===== config.mk =====
export PLATFORM = sky130hd
export DESIGN_NAME = instr_decode_queue
export DESIGN_NICKNAME = d
export VERILOG_FILES = /design/src/rtl/instr_decode_queue.sv
export SDC_FILE = /design/constraint.sdc
export NUM_CORES = 1
export LEC_CHECK = 0
export CORE_MARGIN = 3
export CORE_UTILIZATION = 25
export DETAILED_ROUTE_END_ITERATION = 7
export PLACE_DENSITY_LB_ADDON = 0.08
export SLEW_MARGIN = 0
export SYNTH_ARGS = -nofsm -noshare
export SYNTH_HDL_FRONTEND = slang
export SYNTH_SLANG_ARGS = --single-unit

===== constraint.sdc =====
create_clock -name clk -period 7.05 [get_ports clk]
set_input_delay 1.41 -clock clk [delete_from_list [all_inputs] [get_ports clk]]
set_output_delay 1.41 -clock clk [all_outputs]
set_load 0.02 [all_outputs]

===== src/rtl/instr_decode_queue.sv =====
// -----------------------------------------------------------------------------
// instr_decode_queue
//
// Buffers fetched instructions in a DEPTH-entry FIFO and presents the oldest
// one through a registered decode stage. The decode fields are fixed slices of
// the registered word, so every field always comes from one instruction.
//
// Handshake rules:
//   - An instruction is accepted on a cycle where in_valid && in_ready.
//   - The presented instruction is consumed on a cycle where out_valid && out_ready.
//   - in_ready is derived only from the registered count and flush. It never
//     depends on out_ready.
//
// Ports:
//   clk, rst            clock (rising edge), asynchronous active-high reset
//   in_valid/in_ready   fetch-side handshake
//   in_instr, in_pc     fetched instruction word and its PC
//   flush               synchronous discard of everything held
//   out_valid/out_ready decode-side handshake
//   opc, rs1_rs, rs2_rd, rd, imm_j, imm_ba
//                       raw fields of the presented instruction
//   imm_ext             imm_ba, sign- or zero-extended according to IMM_SIGNED
//   out_pc              PC of the presented instruction
//   count               FIFO occupancy; the output register is not included
// -----------------------------------------------------------------------------
module instr_decode_queue #(
    parameter int DEPTH      = 4,
    parameter int PC_W       = 32,
    parameter bit IMM_SIGNED = 1'b1
) (
    input  logic                     clk,
    input  logic                     rst,
    input  logic                     in_valid,
    output logic                     in_ready,
    input  logic [31:0]              in_instr,
    input  logic [PC_W-1:0]          in_pc,
    input  logic                     flush,
    output logic                     out_valid,
    input  logic                     out_ready,
    output logic [5:0]               opc,
    output logic [4:0]               rs1_rs,
    output logic [4:0]               rs2_rd,
    output logic [4:0]               rd,
    output logic [25:0]              imm_j,
    output logic [15:0]              imm_ba,
    output logic [31:0]              imm_ext,
    output logic [PC_W-1:0]          out_pc,
    output logic [$clog2(DEPTH):0]   count
);

    localparam int AW = $clog2(DEPTH);
    localparam int CW = AW + 1;
    localparam int EW = PC_W + 32;
    localparam logic [CW-1:0] DEPTH_C = CW'(DEPTH);

    // Each FIFO entry holds {pc, instr}.
    logic [EW-1:0]   r_mem [DEPTH];
    logic [AW-1:0]   r_wr_ptr;
    logic [AW-1:0]   r_rd_ptr;
    logic [CW-1:0]   r_count;
    logic            r_out_valid;
    logic [31:0]     r_instr;
    logic [PC_W-1:0] r_pc;

    logic            w_accept;
    logic            w_consume;
    logic            w_load;
    logic            w_fifo_empty;
    logic            w_pop;
    logic            w_bypass;
    logic            w_push;
    logic [EW-1:0]   w_head;

    assign in_ready     = (r_count < DEPTH_C) && !flush;
    assign w_accept     = in_valid && in_ready;
    assign w_consume    = r_out_valid && out_ready;
    assign w_load       = !r_out_valid || w_consume;
    assign w_fifo_empty = (r_count == '0);
    // The head moves to the output register whenever that register can take a
    // new word. A flush discards the whole FIFO, so nothing is popped then.
    assign w_pop        = w_load && !w_fifo_empty && !flush;
    // Bypass is allowed only when the FIFO is empty, which keeps strict order.
    assign w_bypass     = w_accept && w_fifo_empty && w_load;
    assign w_push       = w_accept && !w_bypass;
    assign w_head       = r_mem[r_rd_ptr];

    // FIFO storage needs no reset. The pointers and count define validity.
    always_ff @(posedge clk) begin
        if (w_push) begin
            r_mem[r_wr_ptr] <= {in_pc, in_instr};
        end
    end

    always_ff @(posedge clk or posedge rst) begin
        if (rst) begin
            r_wr_ptr <= '0;
            r_rd_ptr <= '0;
            r_count  <= '0;
        end else if (flush) begin
            r_wr_ptr <= '0;
            r_rd_ptr <= '0;
            r_count  <= '0;
        end else begin
            // DEPTH is a power of two, so the pointers wrap naturally.
            if (w_push) begin
                r_wr_ptr <= r_wr_ptr + AW'(1);
            end
            if (w_pop) begin
                r_rd_ptr <= r_rd_ptr + AW'(1);
            end
            r_count <= r_count + CW'(w_push) - CW'(w_pop);
        end
    end

    // Output register. When nothing can be loaded, the fields keep their last
    // word and only the valid flag drops.
    always_ff @(posedge clk or posedge rst) begin
        if (rst) begin
            r_out_valid <= 1'b0;
            r_instr     <= '0;
            r_pc        <= '0;
        end else if (flush) begin
            r_out_valid <= 1'b0;
        end else if (w_load) begin
            if (!w_fifo_empty) begin
                r_out_valid <= 1'b1;
                r_instr     <= w_head[31:0];
                r_pc        <= w_head[EW-1:32];
            end else if (w_bypass) begin
                r_out_valid <= 1'b1;
                r_instr     <= in_instr;
                r_pc        <= in_pc;
            end else begin
                r_out_valid <= 1'b0;
            end
        end
    end

    assign out_valid = r_out_valid;
    assign count     = r_count;
    assign out_pc    = r_pc;
    assign opc       = r_instr[31:26];
    assign rs1_rs    = r_instr[25:21];
    assign rs2_rd    = r_instr[20:16];
    assign rd        = r_instr[15:11];
    assign imm_j     = r_instr[25:0];
    assign imm_ba    = r_instr[15:0];
    assign imm_ext   = IMM_SIGNED ? {{16{r_instr[15]}}, r_instr[15:0]}
                                  : {16'b0, r_instr[15:0]};

endmodule


Yosys cells after proc, flatten, opt, wreduce, memory -nomap -nowiden
Memories as Yosys holds them, arrays and structs flattened.
Cells that the tools add are included.

storage, ports and cells
  memories kept = 1
  word-level logic and storage cells = 47
  bits in writable memories = 256
  register bits after elaboration = 72

operators by class
  add/sub/neg operators = 4
  magnitude comparators = 1
  mux-type cells = 15
  bitwise gates (word level) = 1
  reductions and logical operators = 18
  eq/ne operators = 1

memories
  memory  depth  bits a word  read ports  clocked after memory_dff  write ports  RTL line  source
  r_mem   4      64           1           0                         1            57        logic [EW-1:0] r_mem [DEPTH];

operators with widths
  kind                                                   count
  2-to-1 mux 32 bit                                      4
  logical AND 1 bit                                      8
  2-to-1 mux 2 bit                                       4
  2-to-1 mux 1 bit                                       6
  nonzero test 2 bit                                     3
  adder 2 x 1 -> 2 bit, second input constant            2
  zero test 1 bit                                        4
  adder 3 x 1 -> 3 bit                                   1
  zero test 3 bit                                        1
  < comparator 3 bit, second input constant              1
  2-to-1 mux 3 bit                                       1
  AND reduction 3 bit                                    1
  subtractor 3 x 1 -> 3 bit                              1
  inequality test 2 x 1 -> 1 bit, second input constant  1
  logical OR 1 bit                                       1
  inverter 1 bit                                         1

Depth between registers and ports, before layout
Gate-level depths: netlist (run 1).

  depth in word-level cells = 10
  mapped depth = 11
  mapped depth without buffers = 11

Worst setup path before layout (run 1)
OpenSTA, ideal clock, no wires.

  kind = input-to-reg
  from = input flush
  to = memory r_mem[0][0] (netlist bit), enable pin
  cell stages on the path = 3
  data required time = 6.621 ns
  slack = 3.109 ns
  data arrival time = 3.512 ns
  setup time = 0.429 ns
  path buffers = 0
  cells stage by stage = or3b_1 > a21oi_2 > and2_1

between the ends
  cells in the longest elaborated chain, start to end = 9

ends and longest elaborated chain
  what                                      RTL line  source
  from (decl)                               37        input logic flush,
  zero test 1 bit *                         74        assign in_ready = (r_count < DEPTH_C) && !flush;
  logical AND 1 bit *                       74
  logical AND 1 bit *                       75        assign w_accept = in_valid && in_ready;
  logical AND 1 bit (2 in series)           83        assign w_bypass = w_accept && w_fifo_empty && w_load;
  zero test 1 bit                           84        assign w_push = w_accept && !w_bypass;
  logical AND 1 bit *                       84
  2-to-1 mux 1 bit *                        89        if (w_push) begin
  2-to-1 mux 1 bit (not written as such) *  90        r_mem[r_wr_ptr] <= {in_pc, in_instr};
  to (decl)                                 57

Mark *: on every way between the ends. The rest lies on a longest branch, timed or not.

Worst setup path after layout (run 1)
  from = input flush
  to = output in_ready

between the ends
  cells in the longest elaborated chain, start to end = 2

ends and longest elaborated chain
  what               RTL line  source
  zero test 1 bit    74
  logical AND 1 bit  74
  to (decl)          34        output logic in_ready,

Every way passes these cells.

==> flow_summary.toml, run 1 <==
[synthesis]
synth_common_cells = "edfxtp_1, dfrtp_1, buf_4"
synth_edf_count = 256
postSynthCellCount = 672
yosys_register_bits = 328
avgSynthCellArea_sq_um = 19.45
yosysMostFrequentCell = "edfxtp_1"
synth_area_sq_mm = 0.01307
synth_top_area_share_pct = 58.81
ys_seq_area_share_pct = 72.59
synth_cell_type_count = 38
async_flop_share_pct = 21.95
yosys-top-cells-area = "edfxtp_1, dfrtp_1, mux4_2, a2bb2oi_1, buf_4"
ys.flop_type = "edfxtp_1"
synth_nets = 748
synth-warning-count = 0
synth_largest_area_cell = "edfxtp_1"

[final_layout]
areaGrowthSynthToFinish_pct = 26.59
post-route-util_pct = 32.13
nNetsFinal = 888
fillers = 4996
drive_gt1_share_pct = 15.91
stdcell_area_sq_mm = 0.01655

[clock_tree]
numCtsBuffers = 39
clock-sinks = 328
post_cts_buffers = 0
cts_buffer_depth = 3
cts_tree = "yes"
cts_hold_buf = 0
clock_latency_ns = 0.52
htreeDepth = 2
cts_resized = 0
root_buffer = "clkbuf_16"
clk_pin_slew_worst_paths_ns = 0.06

[worst_setup_path]
path_cells = "clkdlybuf4s50_1, nor2_1, clkdlybuf4s50_1"
arrival_ns = 2.90
cp.required_ns = 5.64
critPathMostFrequentCell = "clkdlybuf4s50_1"
cp_num_buf_inv = 2
slowest_stage = "clkdlybuf4s50_1"
cp_max_fo = 13
worst_setup_path_start_kind = "input pin"
r2r_cells = 4
path_depth = 3
crit_family = "buffers and inverters"
cp-end-kind = "output port"
slowest_delay_ns = 0.67
crit_type = "in2out"

[detailed_routing]
vias_per_cell = 4.400
drt_iter0_drc = 340
post-route-drc-count = 0
routedWlPerCell_um = 21.05
wirelength_um = 32050
vias = 6701
antenna_left = 0
firstDrtPassIters = 4

[min_path]
whs_path_depth = 1
hold_class = "reg2reg"

[timing]
finalHoldViolCount = 0
finalMaxSlewViolations = 0
finalCritPeriodShare_pct = 61.16
clock.fmax_mhz = 231.9
slew_headroom_pct = 25.33
tns_ns = 0
rsz0062_at_grt = "no"
skew_ns = 0.01056
finalCriticalPeriod_ns = 4.312
worstMarginPinSlew_ns = 1.120
setup_viol = 0

[global_routing]
antenna_found_initial = 3
grt_max_degree = 73
grt_pass1_wl_um = 49380
grt_pass1_vias = 7657
grt.overflow.total = 0
grtUsageTotal_pct = 11.60

[placed_design]
place_area_sq_mm = 0.01520
place.gp.congestion = 0.7056
dp_hpwl_um = 18080
portBuffers = 200

[pwr]
leakage_nw = 5.426
irDropWorstVdd_v = 0.0002693
pwr_density_cell_mw_per_mm2 = 437.2

[floorplan]
coreArea_sq_mm = 0.05151
num_rows = 83
die_h_um = 234.7
die-area_sq_mm = 0.05507
start_util_pct = 25.38
io_pins = 201
fp.dieW_um = 234.7

[outcome]
status = "finished clean"

[flow_run]
maxCapViolCount = 0
-- per-layer routing --
metal,share of wire [%],global-route usage [%],vias to the layer above
li1,-,-,2977
met1,43,14.79,3530
met2,50,19.83,147
met3,4.3,2.641,43
met4,1.8,3.246,4
met5,0.084,0,-
-- per-stage QoR --
| stage | total power [mW] | hold slack (ns) | worst slack, ns | cells |
|---|---|---|---|---|
| floorplan | 4.389 | 0.4998 | 3.109 | 672 |
| global placement | 5.255 | 0.5161 | 2.697 | 1451 |
| detailed placement | 5.266 | 0.5185 | 2.594 | 1451 |
| CTS | 7.378 | 0.5321 | 2.722 | 1522 |
| global route | 7.614 | 0.5636 | 2.572 | 1522 |
| finish | 7.236 | 0.5289 | 2.738 | 1523 |
-- cell families (layout without fill, tap and decap cells) --
group / count (synthesis) / after routing / share of synthesized area [%]
compound gates: 135 / 135 / 7.887
xor+xnor: 1 / 1 / 0.06701
fa+ha+maj: 7 / 7 / 0.7274
buf+inv: 114 / 284 / 6.260
flops: 328 / 328 / 72.59
mux: 66 / 66 / 11.45
other cells: 0 / 1 / 0
simple gates: 21 / 21 / 1.024
-- sequential cells by signal (all words and copies together) (netlist names) --
signal,count
count,3
out_pc,32
out_valid,1
r_instr,32
r_mem,256
r_rd_ptr,2
r_wr_ptr,2
-- cells in the final DEF, fill, tap and decap left out, types with 2 or more instances in the layout --
master	Yosys	layout
a21oi_1	2	2
buf_4	66	5
clkbuf_1	9	8
mux4_1	9	9
and2_4	0	4
ha_1	6	6
inv_1	7	6
nor3_1	2	2
edfxtp_1	256	256
clkinv_2	0	6
clkdlybuf4s50_1	0	200
nor2_1	5	4
clkbuf_16	0	41
o22ai_1	63	63
nor2b_1	2	2
clkinv_1	0	5
mux4_2	55	55
dfrtp_4	0	2
a2bb2oi_1	63	63
nand2b_1	2	2
dfrtp_1	72	70
bufinv_16	0	5
clkbuf_8	0	6
-- final cells by class --
class                   instances  area, sq um  share of cell area (%)
flip-flops and latches        328         9497                   57.39
multi-input cells             230         2786                   16.84
repair buffers                205         2039                   12.32
clock buffers                  55         1139                   6.880
well taps                     680        850.8                   5.141
clock inverters                16        202.7                   1.225
inverters                       8        31.28                  0.1890
diodes                          1        2.502                 0.01512
-- worst paths after layout --
check / startpoint / to / slack [ns]
worst min register to register: r_instr[29] / r_instr[29] / 0.53
worst max register to register: r_rd_ptr[0] / out_pc[29] / 4.26
min in group asynchronous: rst / r_instr[6] / 1.54
worst max-delay path: flush / in_ready / 2.74
worst min-delay path: r_instr[29] / r_instr[29] / 0.53
max in group asynchronous: rst / r_rd_ptr[1] / 4.77
-- power breakdown --
group | switching (mW) | internal, mW
Combinational | 1.30 | 1.22
Sequential | 0.266 | 2.38
Clock | 0.755 | 1.31
Total | 2.32 | 4.91
Note: power is estimated with default switching activity, not from simulation.
==> run 2: changes to the inputs <==
- clock period: 7.05 -> 4 ns (I/O delays scaled with it)
==> run 2 against run 1 <==
  * Sequential power grew 77%
  * Largest power group unchanged
  * Clock-buffer cell count shrank 4
  * Global-route usage increased by 0.59 points
  * Highest routed layer unchanged
  * Via count rose by 2.1%
==> flow_summary.toml, run 2 (synthesized netlist as in run 1, its figures left out) <==
[clock_tree]
cts_buffer_depth = 3
clock-sinks = 328
htreeDepth = 2
numCtsBuffers = 39
clock_latency_ns = 0.54
cts_hold_buf = 0
cts_tree = "yes"
post_cts_buffers = 0
cts_resized = 0
root_buffer = "clkbuf_16"
clk_pin_slew_worst_paths_ns = 0.06

[timing]
worstMarginPinSlew_ns = 1.162
whs_ns = 0.5352
setup_ws_ns = 1.049
finalHoldViolCount = 0
skew_ns = 0.02095
finalMaxSlewViolations = 0
finalCritPeriodShare_pct = 73.78
clock.fmax_mhz = 338.9
finalCriticalPeriod_ns = 2.951
rsz0062_at_grt = "no"
tns_ns = 0
slew_headroom_pct = 22.53
setup_viol = 0

[worst_setup_path]
crit_type = "in2reg"
arrival_ns = 3.41
cp.required_ns = 4.45
cp_max_fo = 5
cp-end-kind = "flip-flop"
worst_setup_path_start_kind = "input pin"
reg2reg_slack_ns = 1.29

[global_routing]
grt_pass1_vias = 7747
grt.overflow.total = 0
antenna_found_initial = 4
grt_max_degree = 71
grt_pass1_wl_um = 51030
grtUsageTotal_pct = 12.19

[final_layout]
largest_reg_flops = 256
final_common_cell = "edfxtp_1"
areaGrowthSynthToFinish_pct = 26.98
drive_gt1_share_pct = 16.27
nNetsFinal = 893
finalNonFillerCells = 1530
post-route-util_pct = 32.23
layout_common_cells = "edfxtp_1, clkdlybuf4s50_1, dfrtp_1, o22ai_1, a2bb2oi_1"
top_register = "r_mem"

[flow_run]
maxCapViolCount = 0

[floorplan]
start_util_pct = 25.38
die_h_um = 234.7
fp.dieW_um = 234.7
coreArea_sq_mm = 0.05151
io_pins = 201
die-area_sq_mm = 0.05507
num_rows = 83

[min_path]
hold_class = "reg2reg"

[placed_design]
place.gp.congestion = 0.6777
place_inst = 1456
dp_hpwl_um = 18870
portBuffers = 200
place_ws_ns = 0.4752

[detailed_routing]
routedWlPerCell_um = 22.12
drt_iter0_drc = 339
vias_per_cell = 4.474
wirelength_um = 33840
antenna_left = 0
post-route-drc-count = 0
vias = 6845
firstDrtPassIters = 5

[pwr]
irDropWorstVdd_v = 0.0006256
leakage_nw = 5.436
pwr_density_cell_mw_per_mm2 = 763.9

[outcome]
status = "finished clean"
==> run 2: cell count changes in the layout (fill, tap and decap cells not counted), sizes merged <==
cell / delta
clkinvlp: +1
clkbuf: -4
clkinv: +5
bufinv: -2
diode: +1
inv: +1
buf: +5
==> run 2: worst paths after layout <==
path	start	endpoint	cells past startpoint
min	out_pc[18]	out_pc[18]	1
max reg2reg	count[2]	count[2]	11
min in group asynchronous	rst	out_pc[31]	2
max in group asynchronous	rst	r_rd_ptr[0]	3
min reg2reg	out_pc[18]	out_pc[18]	1
max	in_valid	count[2]	12
==> run 2: per-stage QoR <==
stage | total power, mW | area (sq um)
after floorplan | 7.735 | 13070
after global placement | 9.366 | 15330
after detailed placement | 9.371 | 15330
after CTS | 12.94 | 16590
after global routing | 13.33 | 16600
final | 12.68 | 16600
==> run 2: cell type report <==
| cell class | instances | area (sq um) |
|---|---|---|
| fill | 5017 | 34910 |
| clock buffer | 51 | 1072 |
| clock inverter | 21 | 192.7 |
| tap | 680 | 850.8 |
| sequential | 328 | 9497 |
| multi-input combinational | 230 | 2786 |
| timing repair buffer | 210 | 2165 |
| antenna | 2 | 5.005 |
| inverter | 8 | 31.28 |
==> run 2: layer usage <==
layer / part of all wire, % / track usage (%)
met2: 49 / 20.24
met4: 2.2 / 3.673
met5: 0.080 / 0
met3: 4.4 / 2.723
met1: 44 / 15.98
==> run 2: critical path: stages <==
cell             delay (ns)
clkdlybuf4s50_1        0.49
or3b_1                 0.39
a21oi_2                0.25
inv_2                  0.09
ha_1                   0.29
inv_1                  0.06
ha_1                   0.13
inv_1                  0.05
fa_1                   0.40
xor2_1                 0.16
and2_1                 0.17
nor3_1                 0.12
==> run 2: where the power goes <==
part / internal, mW / leakage, nW / switching, mW
Sequential: 4.20 / 3.11 / 0.498
Combinational: 2.19 / 1.71 / 2.32
Clock: 2.09 / 0.620 / 1.39
==> run 3: changes to the inputs <==
- clock period: 4 -> 2.55 ns (I/O delays scaled with it)
==> run 3 against run 2 <==
  * Register-to-register slack lost 1.2 ns
  * Power grew 57%
  * Clock-buffer cell count shrank 9
  * Non-clock buffer count grew 29
  * Die area is the same
  * Largest cell class unchanged
  * Worst setup slack lost 0.97 ns
  * Combinational power grew 67%
==> flow_summary.toml, run 3 (synthesized netlist as in run 1, its figures left out) <==
[pwr]
leakage_nw = 5.592
clkPwrFrac_pct = 26.3
internal-power_mw = 13.41
p_total_mw = 19.92
pwr_density_cell_mw_per_mm2 = 1177
power.switching_mw = 6.515
irDropWorstVdd_v = 0.001164
seq_power_share_pct = 36.0
swShare_pct = 32.70
comb_power_share_pct = 37.7

[worst_setup_path]
reg2reg_slack_ns = 0.10
cp_max_fo = 2
cp-end-kind = "flip-flop"
arrival_ns = 2.87
worst_setup_path_start_kind = "input pin"
worstReg2RegEnd = "count[2]"
crit_type = "in2reg"
cp.required_ns = 2.95
r2r-start = "count[2]"
r2r_cells = 11

[floorplan]
fp.dieW_um = 234.7
io_pins = 201
start_util_pct = 25.38
die-area_sq_mm = 0.05507
num_rows = 83
die_h_um = 234.7
coreArea_sq_mm = 0.05151

[timing]
worstMarginPinSlew_ns = 0.7591
clock.fmax_mhz = 404.8
finalHoldViolCount = 0
finalCritPeriodShare_pct = 96.87
setup_viol = 0
skew_ns = 0.007914
finalMaxSlewViolations = 0
slew_headroom_pct = 49.39
setup_ws_ns = 0.07975
tns_ns = 0
finalCriticalPeriod_ns = 2.470

[detailed_routing]
routedWlPerCell_um = 21.56
firstDrtPassIters = 4
wirelength_um = 33390
drt_iter0_drc = 325
antenna_left = 0
vias = 6905
post-route-drc-count = 0
vias_per_cell = 4.458

[clock_tree]
cts_buffer_depth = 3
clk_pin_slew_worst_paths_ns = 0.06
root_buffer = "clkbuf_16"
htreeDepth = 2
numCtsBuffers = 36
cts_hold_buf = 0
clock-sinks = 328
clock_latency_ns = 0.52
cts_tree = "yes"

[global_routing]
grt_pass1_vias = 7756
grt.overflow.total = 0
grtUsageTotal_pct = 11.93
grt_max_degree = 71
grt_pass1_wl_um = 50370
antenna_found_initial = 1

[placed_design]
place_area_sq_mm = 0.01567
portBuffers = 200
place.gp.congestion = 0.6874
dp_hpwl_um = 20410
place_ws_ns = -0.5042

[outcome]
status = "finished clean"

[final_layout]
post-route-util_pct = 32.87
layout_common_cells = "edfxtp_1, clkdlybuf4s50_1, dfrtp_1, o22ai_1, a2bb2oi_1"
nNetsFinal = 919
top_register = "r_mem"
largest_reg_flops = 256
areaGrowthSynthToFinish_pct = 29.51
drive_gt1_share_pct = 19.22
final_common_cell = "edfxtp_1"
diodes = 0
stdcell_area_sq_mm = 0.01693

[flow_run]
maxCapViolCount = 0

[min_path]
hold_class = "in2async"
[run 3: changes by cell type in the layout (fill, tap and decap cells not counted), sizes merged]
| cell | before | now |
|---|---|---|
| clkbuf | 51 | 42 |
| buf | 10 | 39 |
| clkinv | 17 | 16 |
| bufinv | 3 | 5 |
| clkinvlp | 1 | 2 |
| inv | 8 | 7 |
| diode | 2 | 0 |
[run 3: through the flow]
| step | instances | hold WS (ns) |
|---|---|---|
| 3_3_place_gp | 1480 | 0.5136 |
| 3_5_place_dp | 1480 | 0.5255 |
| 6_report | 1549 | 0.3300 |
| 5_1_grt | 1549 | 0.3495 |
| 2_1_floorplan | 672 | 0.4998 |
| 4_1_cts | 1545 | 0.3381 |
[run 3: power groups by stage]
stage                     clock (mW)  combinational (mW)  sequential, mW
after CTS                       5.44                7.60            7.20
after floorplan                    0                4.42            7.73
after detailed placement           0                7.55            7.30
final                           5.24                7.51            7.17
after global placement             0                7.58            7.26
after global routing            5.65                7.99            7.30
[run 3: metal layers]
layer | routed length, um | GRT usage, % | vias up
met5 | 17 | 0 | -
met1 | 14300 | 15.33 | 3677
li1 | - | - | 3034
met2 | 17160 | 20.73 | 144
met3 | 1253 | 2.089 | 48
met4 | 662 | 3.339 | 2
[run 3: critical path, cell delays in order]
cell,delay (ns)
clkdlybuf4s50_1,0.47
or3b_4,0.40
a21oi_4,0.15
inv_2,0.05
ha_1,0.29
inv_1,0.06
ha_1,0.13
inv_1,0.06
fa_2,0.36
xor2_1,0.18
and2_1,0.18
nor3_2,0.04
[run 3: cell type report]
type,count,area (sq um)
timing repair buffer,239,2549
clock inverter,22,241.5
tap,680,850.8
clock buffer,42,954.7
fill,4936,34580
multi-input combinational,230,2804
sequential,328,9499
inverter,8,31.28
[run 3: worst max-delay path by stage]
stage,from,end,depth (start not counted),slack [ns]
after floorplan,count[2],count[2],11,0.03
after global placement,in_valid,count[2],12,-0.47
after detailed placement,in_valid,count[2],12,-0.50
after CTS,count[2],count[2],11,0.004
after global routing,flush,count[2],12,-0.02
final,in_valid,count[2],12,0.08
[run 3: what timing repair did]
item                       in CTS  in global routing
pin swaps                       0                  2
setup endpoints to repair       1                 78
setup buffers                   1                  4
gates resized for setup         0                  6
cloned                          0                  0
